<file path="config.mk">
export PLATFORM = sky130hd
export DESIGN_NAME = sd_modulator_mc
export DESIGN_NICKNAME = d
export VERILOG_FILES = /design/src/rtl/sd_modulator_mc.sv
export SDC_FILE = /design/constraint.sdc
export NUM_CORES = 1
export LEC_CHECK = 0
export CAP_MARGIN = 20
export CORE_ASPECT_RATIO = 0.9
export CORE_MARGIN = 2
export CORE_UTILIZATION = 45
export CTS_CLUSTER_SIZE = 8
export DETAILED_ROUTE_END_ITERATION = 12
export PLACE_DENSITY_LB_ADDON = 0.2
export SYNTH_ARGS = -nofsm -noshare
export SYNTH_HDL_FRONTEND = slang
export SYNTH_SLANG_ARGS = --single-unit
</file>
<file path="constraint.sdc">
create_clock -name clk -period 16.1 [get_ports clk]
set_clock_uncertainty 0.2 [all_clocks]
set_input_delay 3.22 -clock clk [delete_from_list [all_inputs] [get_ports clk]]
set_output_delay 3.22 -clock clk [all_outputs]
set_load 0.01 [all_outputs]
</file>
<file path="src/rtl/sd_modulator_mc.sv">
// -----------------------------------------------------------------------------
// sd_modulator_mc
//
// Multi-channel sigma-delta modulator with a 1-bit quantiser. The loop order
// is configurable from 1 to 4. Every channel owns a cascade of ORDER
// integrators. Each integrator accumulates the previous stage output minus the
// +/-1.0 feedback. The sign of the last integrator gives the output bit.
//
// Build option:
//   SD_MODULATOR_SAT_EN  defined   -> out-of-range sums clamp to the W-bit limits
//                        undefined -> out-of-range sums wrap modulo 2^W
//   Overflow detection (ovf) is active in both builds.
//
// Parameters:
//   W      integrator and input width, signed two's complement
//   Q      fractional bits; +1.0 == 2^Q (Q <= W-3)
//   N      number of independent channels
//   ORDER  loop order, 1..4
//
// Ports:
//   clk      sole clock, rising edge
//   reset    synchronous, active-high; clears integrators and overflow flags
//   enb      sample strobe shared by all channels
//   in       channel c input in bits [c*W +: W], signed
//   clr_ovf  clears every sticky overflow flag (a new overflow on the same edge wins)
//   out      1-bit modulator output per channel, decoded from the last integrator
//   ovf      sticky integrator-overflow flag per channel
// -----------------------------------------------------------------------------
module sd_modulator_mc #(
    parameter int W     = 16,
    parameter int Q     = 13,
    parameter int N     = 2,
    parameter int ORDER = 2
) (
    input  logic           clk,
    input  logic           reset,
    input  logic           enb,
    input  logic [N*W-1:0] in,
    input  logic           clr_ovf,
    output logic [N-1:0]   out,
    output logic [N-1:0]   ovf
);

    // Full-precision width: it holds the input plus ORDER integrators and the
    // feedback terms without any intermediate truncation.
    localparam int SW = W + ORDER + 1;

    localparam logic signed [SW-1:0] FB_POS  = SW'(1) << Q;
    localparam logic signed [SW-1:0] SUM_MAX = (SW'(1) << (W - 1)) - SW'(1);
    localparam logic signed [SW-1:0] SUM_MIN = -(SW'(1) << (W - 1));

`ifdef SD_MODULATOR_SAT_EN
    localparam logic signed [W-1:0] Z_MAX = {1'b0, {(W - 1){1'b1}}};
    localparam logic signed [W-1:0] Z_MIN = {1'b1, {(W - 1){1'b0}}};
`endif

    logic signed [W-1:0] z_q [N][ORDER];
    logic signed [W-1:0] z_d [N][ORDER];
    logic [N-1:0]        ovf_q;
    logic [N-1:0]        ovf_d;

    // The output bit is 1 only for a strictly positive last integrator.
    always_comb begin
        out = '0;
        for (int c = 0; c < N; c++) begin
            out[c] = !z_q[c][ORDER-1][W-1] && (z_q[c][ORDER-1] != '0);
        end
    end

    assign ovf = ovf_q;

    always_comb begin : p_integrate
        logic signed [SW-1:0] fb;
        logic signed [SW-1:0] acc;
        logic signed [W-1:0]  stage;
        logic                 hit;
        // NOTE: every variable gets a default before any conditional
        // assignment, so no path can leave it unassigned and infer a latch.
        z_d   = z_q;
        ovf_d = ovf_q;
        fb    = '0;
        acc   = '0;
        stage = '0;
        hit   = 1'b0;
        for (int c = 0; c < N; c++) begin
            fb    = out[c] ? FB_POS : -FB_POS;
            stage = in[c*W +: W];
            hit   = 1'b0;
            for (int k = 0; k < ORDER; k++) begin
                // stage carries the reduced sum of the previous integrator;
                // for k == 0 it carries the channel input.
                acc = SW'(stage) - fb + SW'(z_q[c][k]);
                if (acc > SUM_MAX || acc < SUM_MIN) begin
                    hit = 1'b1;
                end
`ifdef SD_MODULATOR_SAT_EN
                if (acc > SUM_MAX) begin
                    stage = Z_MAX;
                end else if (acc < SUM_MIN) begin
                    stage = Z_MIN;
                end else begin
                    stage = acc[W-1:0];
                end
`else
                stage = acc[W-1:0];
`endif
                if (enb) begin
                    z_d[c][k] = stage;
                end
            end
            // Set wins over clear on the same edge.
            ovf_d[c] = (ovf_q[c] && !clr_ovf) || (enb && hit);
        end
    end

    always_ff @(posedge clk) begin
        // NOTE: state registers use non-blocking assignments so every flop
        // samples pre-edge values regardless of statement order.
        if (reset) begin
            // NOTE: the integrator array is real loop state, not storage
            // memory; it must be cleared so the first sample after reset starts
            // from zero.
            z_q   <= '{default: '0};
            ovf_q <= '0;
        end else begin
            z_q   <= z_d;
            ovf_q <= ovf_d;
        end
    end

endmodule

</file>
==> results_dict.tcl <==
set metrics [dict create \
    period_share_pct 52.4 \
    hpwl_mm 9.88 \
    synth-simple-area-share_pct 14.7 \
    yosys_register_bits 66 \
    port_buffers 39 \
    cts_tree "built" \
    placed_area_um2 7280 \
    track_usage_pct 18.1 \
    drt_first_pass_iters 5 \
    clock_sinks 66 \
    ys_seq_area_share_pct 19.7 \
    slew_viol_final 0 \
    ctsResizeCount 0 \
    crit_fanout 5 \
    grt_first_pass_wirelength_mm 23.6 \
    drive_gt1_share_pct 4.88 \
    ctsHtreeMaxLevel 3 \
    cts.path.max_buffers 2 \
    yosys_warnings 0 \
    synth_edf_count 0 \
    outcome "completed" \
    nNetsFinal 1041 \
    synth_ff_type "dfxtp_1" \
    die-area_um2 15900 \
    die-height_um 120 \
    grt_overflow 0 \
    cts_setup_buffers 0 \
    drtIter0Drc 242 \
    synth_fp_nets 1006 \
    hold_viol_final 0 \
    antenna_found_initial 0 \
    synth_cell_types 58 \
    avgSynthCellArea_um2 7.95 \
    hold_path.class "reg -> reg" \
    ios 40 \
    cts_buffers 9 \
    synthAdderAreaFrac_pct 24.6 \
    synthCells 842 \
    finalSetupViolations 0 \
    num_antenna_cells 0 \
    routed_wl_mm 13.2 \
    synth-async-reset-ratio_pct 0 \
    netlist_area_um2 6700 \
    synth_compound_area_share_pct 13.3 \
    vias_per_cell 4.95 \
    final_util_pct 51.8 \
    gp_congestion 0.854 \
    crit_arrival_ns 8.43 \
    fp.dieW_um 133 \
    required_ns 16.09 \
    drc 0 \
    yosys.area_share.xor_xnor_pct 6.80 \
    final.setup.tns_ns 0 \
    maxSlewHeadroom_pct 39.2 \
    muxShareOfSynthArea_pct 9.31 \
    end_kind "flop" \
    worstMarginPinSlew_ns 0.911 \
    start_util_pct 45.8 \
    postRouteAntennaNets 0 \
    drv_cap 0 \
    fmax_mhz 119 \
    clk_pin_slew_ns 0.06 \
    grt_pass1_vias 5010 \
    fin_crit_ns 8.43 \
    avgRoutedWirePerCell_um 12.2 \
    grt_max_degree 68 \
    rsz0062_at_grt "no" \
    start_kind "primary input" \
    cts_root_buf "clkbuf_16" \
    cts_hold_buf 0 \
    path_class "in -> reg" \
    fp-row-count 42 \
    syn2layout_area_growth_pct 12.9 \
    clock_latency_ns 0.35 \
    vias 5341 \
    coreArea_um2 14600 \
    final_cell_area_um2 7560 \
    synth_top_family_by_area "adder cells" \
]
## flip-flops by register name (all words and copies together) (netlist names)
signal	flops
z_q	64
ovf	2
## critical path, stage by stage
cell             delay (ns)
clkdlybuf4s50_1        0.46
inv_1                  0.04
ha_1                   0.26
inv_1                  0.04
ha_1                   0.32
nor2b_1                0.14
o21ai_0                0.11
a21bo_2                0.27
a211o_1                0.31
a31oi_1                0.29
a31oi_1                0.17
xnor2_1                0.25
fa_1                   0.46
ha_1                   0.37
a21oi_1                0.18
o211ai_1               0.14
a2111oi_0              0.44
nor3_1                 0.14
mux2_2                 0.27
or3_1                  0.30
a31oi_1                0.16
a211oi_1               0.08
## cells by family after synthesis
logic type	count (synthesis)
buffers and inverters	205
AND/OR/NAND/NOR	198
AO/OA/AOI/OAI	132
adder cells (fa/ha/maj)	128
flip-flops	66
multiplexers	61
XOR/XNOR	52
## metal layers
metal	wire [um]	share of wire, %	vias to the layer above	GRT usage, %
li1	-	-	2882	-
met1	7300	55	2383	26.3
met2	5340	40	65	27.0
met3	444	3.4	11	3.93
met4	129	0.98	0	4.64
met5	0	0	-	0
## synth_stat cells, drive strengths merged, types with 11 or more instances
library cell	instances	area (um^2)
ha	122	1530
dfxtp	66	1320
nand2b	12	75.1
nor2b	23	144
xor2	15	131
mux2i	51	510
o21ai	19	95.1
nor3	17	85.1
a21o	12	90.1
nor2	79	297
nand2	18	67.6
a21oi	41	205
nand3	11	55.1
xnor2	37	324
inv	188	706
## metrics by stage
stage / std cells / worst slack, ns / hold slack (ns)
floorplan: 842 / 8.30 / 0.256
detailed placement: 1064 / 7.33 / 0.271
global placement: 1064 / 7.48 / 0.272
finish: 1080 / 7.67 / 0.279
CTS: 1080 / 7.67 / 0.279
global route: 1080 / 7.34 / 0.323
## area by class of cell
| class | count | area, um^2 |
|---|---|---|
| Clock buffer | 14 | 274 |
| Timing Repair Buffer | 41 | 398 |
| Inverter | 188 | 706 |
| Sequential cell | 66 | 1320 |
| Tap cell | 198 | 248 |
| Multi-Input combinational cell | 571 | 4600 |
| Clock inverter | 2 | 10.0 |
| Fill cell | 1480 | 7050 |
## worst paths after layout
check	cells after the start	to	slack (ns)	startpoint
min	2	z_q[49]	0.28	z_q[49]
max	22	ovf[0]	7.67	in[2]
max reg2reg	21	ovf[0]	10.69	z_q[50]
min reg2reg	2	z_q[49]	0.28	z_q[49]
## layout by cell type (no fill, tap or decap), types with 4 or more instances in the layout
cell type | netlist | layout
inv_1 | 188 | 188
ha_1 | 122 | 122
nor2_1 | 79 | 79
dfxtp_1 | 66 | 66
mux2i_1 | 51 | 51
a21oi_1 | 41 | 41
xnor2_1 | 37 | 37
clkdlybuf4s50_1 | 0 | 37
nor2b_1 | 23 | 23
nand2_1 | 18 | 18
o21ai_0 | 18 | 18
nor3_1 | 17 | 17
xor2_1 | 15 | 15
nand2b_1 | 12 | 12
a21o_1 | 12 | 12
nand3_1 | 11 | 11
mux2_2 | 10 | 10
a31oi_1 | 9 | 9
nor4_1 | 9 | 9
clkbuf_16 | 0 | 9
a211oi_1 | 8 | 8
nand4_1 | 6 | 6
or2_2 | 6 | 6
fa_1 | 6 | 6
o21a_1 | 5 | 5
o31ai_1 | 4 | 4
nand4b_1 | 4 | 4
Power is left out: the tool's default activity adds up to more than one toggle a clock period on the data nets, which glitch-free logic cannot reach.
==> edit: new RTL, config.mk and constraints unchanged <==
Add a define of `SD_MODULATOR_SAT_EN`.
--- a/src/rtl/sd_modulator_mc.sv
+++ b/src/rtl/sd_modulator_mc.sv
@@ -26,6 +26,8 @@
 //   out      1-bit modulator output per channel, decoded from the last integrator
 //   ovf      sticky integrator-overflow flag per channel
 // -----------------------------------------------------------------------------
+`define SD_MODULATOR_SAT_EN
+
 module sd_modulator_mc #(
     parameter int W     = 16,
     parameter int Q     = 13,
Function: changed (Yosys sat finds a counterexample within 4 cycles, from zero or initial values and one cycle with reset high).
==> edit against the original RTL <==
Register-to-register slack got worse by 2700 ps. Synthesized area rose by 14%. Die area rose by 13%. Final cell count rose by 15%. Wire length rose by 40%. Global-route usage rose by 3.0 points. Setup slack got worse by 1800 ps. Final area rose by 11%. Via count rose by 29%. Count of clock-buffer cells in the layout fell by 3. Sequential cell count did not move.
Power is left out: the tool's default activity adds up to more than one toggle a clock period on the data nets, which glitch-free logic cannot reach.
==> edit: results (changes against the original RTL) <==
Outcome
  • Status: finished, final reports clean (unchanged)

GRT
  • GRT Total Usage: 21.1% (was 18.1%)
  • Global-route wire length before repair: 30900 um (was 23600 um)
  • Vias in the first global route: 6247 (was 5010)
  • Initial antenna violation count: 0 (unchanged)

Drt
  • WL/cell: 14.8 um (was 12.2 um)
  • Met2 WL: 7520 um (was 5340 um)
  • Met1 wire length: 10200 um (was 7300 um)
  • Top Metal Used: met4 (unchanged)
  • Initial DRC count: 469 (was 242)
  • Overall via count from detail_route: 6882 (was 5341)
  • Routed wl met3: 614 um (was 444 um)
  • Via density: 5.52 (was 4.95)

STA
  • Worst-Margin Slew: 1120 ps (was 911 ps)

Clocking
  • CTS root buf: clkbuf_16 (unchanged)
  • Number of gates resized after cts: 0 (unchanged)
  • Clock Pin Slew Worst Setup and Hold Paths: 50 ps

Critical path
  • R2R Path End: z_q[41] (was ovf[0])
  • CP max FO: 13 (was 5)
  • Crit path max-delay family: compound AO/OA/AOI/OAI gates (unchanged)
  • Worst r2r path cells: 26 (was 21)
  • CP max stage delay: 880 ps (was 460 ps)
  • R2R Path Start: z_q[42] (was z_q[50])
  • Register-to-register setup slack: 7980 ps (was 10690 ps)
  • Critical Path Slowest Stage Cell: a21oi_1 (was clkdlybuf4s50_1)

Hold path
  • Worst Hold Launch: z_q[27] (was z_q[49])
  • Hold Crit Endpoint: z_q[27] (was z_q[49])

Cells and area
  • Fill cells: 1672 (was 1480)
  • Most flops, register: z_q (unchanged)
  • Layout cell share with drive strength beyond 1: 4.54% (was 4.88%)

Logic synthesis
  • Largest cells by area after synthesis: ha_1, dfxtp_1, inv_1 (unchanged)
  • Syn_nets: 1179 (was 1006)
  • Post-synthesis sequential area ratio: 17.4% (was 19.7%)
  • Synth Flop Type: dfxtp_1 (unchanged)
  • Synth cell types: 73 (was 58)
  • Top cells by count, synth: inv_1, ha_1, a21oi_1, nor2_1, dfxtp_1 (was inv_1, ha_1, nor2_1)
  • Synthesized instance count: 1015 (was 842)

Place
  • GPL Wtd Cong: 0.871 (was 0.854)
  • Detailed placement HPWL: 14200 um (was 9880 um)
  • Port Buffers: 39 (unchanged)
[edit: worst max-delay path by stage]
stage	startpoint	end	slack [ps]	cells past startpoint
after global routing	in[14]	z_q[36]	5210	26
after CTS	in[2]	z_q[36]	5920	26
after detailed placement	in[2]	z_q[36]	5570	26
after global placement	in[12]	z_q[43]	5720	26
after floorplan	in[14]	z_q[37]	7150	28
final	in[14]	z_q[41]	5880	26
[edit: metrics by stage]
| step | cell area, um2 | setup slack [ps] | util [%] | hold slack (ps) |
|---|---|---|---|---|
| detailed placement | 8120 | 5570 | 48.6 | 271 |
| floorplan | 7600 | 7150 | - | 256 |
| global placement | 8120 | 5720 | 48.6 | 270 |
| finish | 8430 | 5880 | 50.4 | 281 |
| global route | 8430 | 5210 | 50.4 | 298 |
| CTS | 8430 | 5920 | 50.4 | 285 |
[edit: routing by layer]
layer  track usage, %  vias up
met3             2.21       14
met5                0        -
met1             32.5     3179
li1                 -     3590
met4             5.12        0
met2             31.3       99
[edit: logic make-up (layout without fill, tap and decap cells)]
group | after synthesis | after routing | share of synthesized area (%)
DFF | 66 | 66 | 17.4
adders and majority gates | 128 | 128 | 21.7
buffers and inverters | 241 | 261 | 12.1
muxes | 2 | 2 | 0.280
and+or+nand+nor | 263 | 263 | 17.5
AOI/OAI and AO/OA | 270 | 270 | 25.8
xor gates and xnor gates | 45 | 45 | 5.28
[edit: cell type report]
type | count | share of cell area [%]
clock buffers | 11 | 2.88
multi-input cells | 708 | 63.6
inverters | 204 | 9.09
well taps | 211 | 3.13
clock inverters | 3 | 0.772
repair buffers | 43 | 4.87
flip-flops and latches | 66 | 15.7
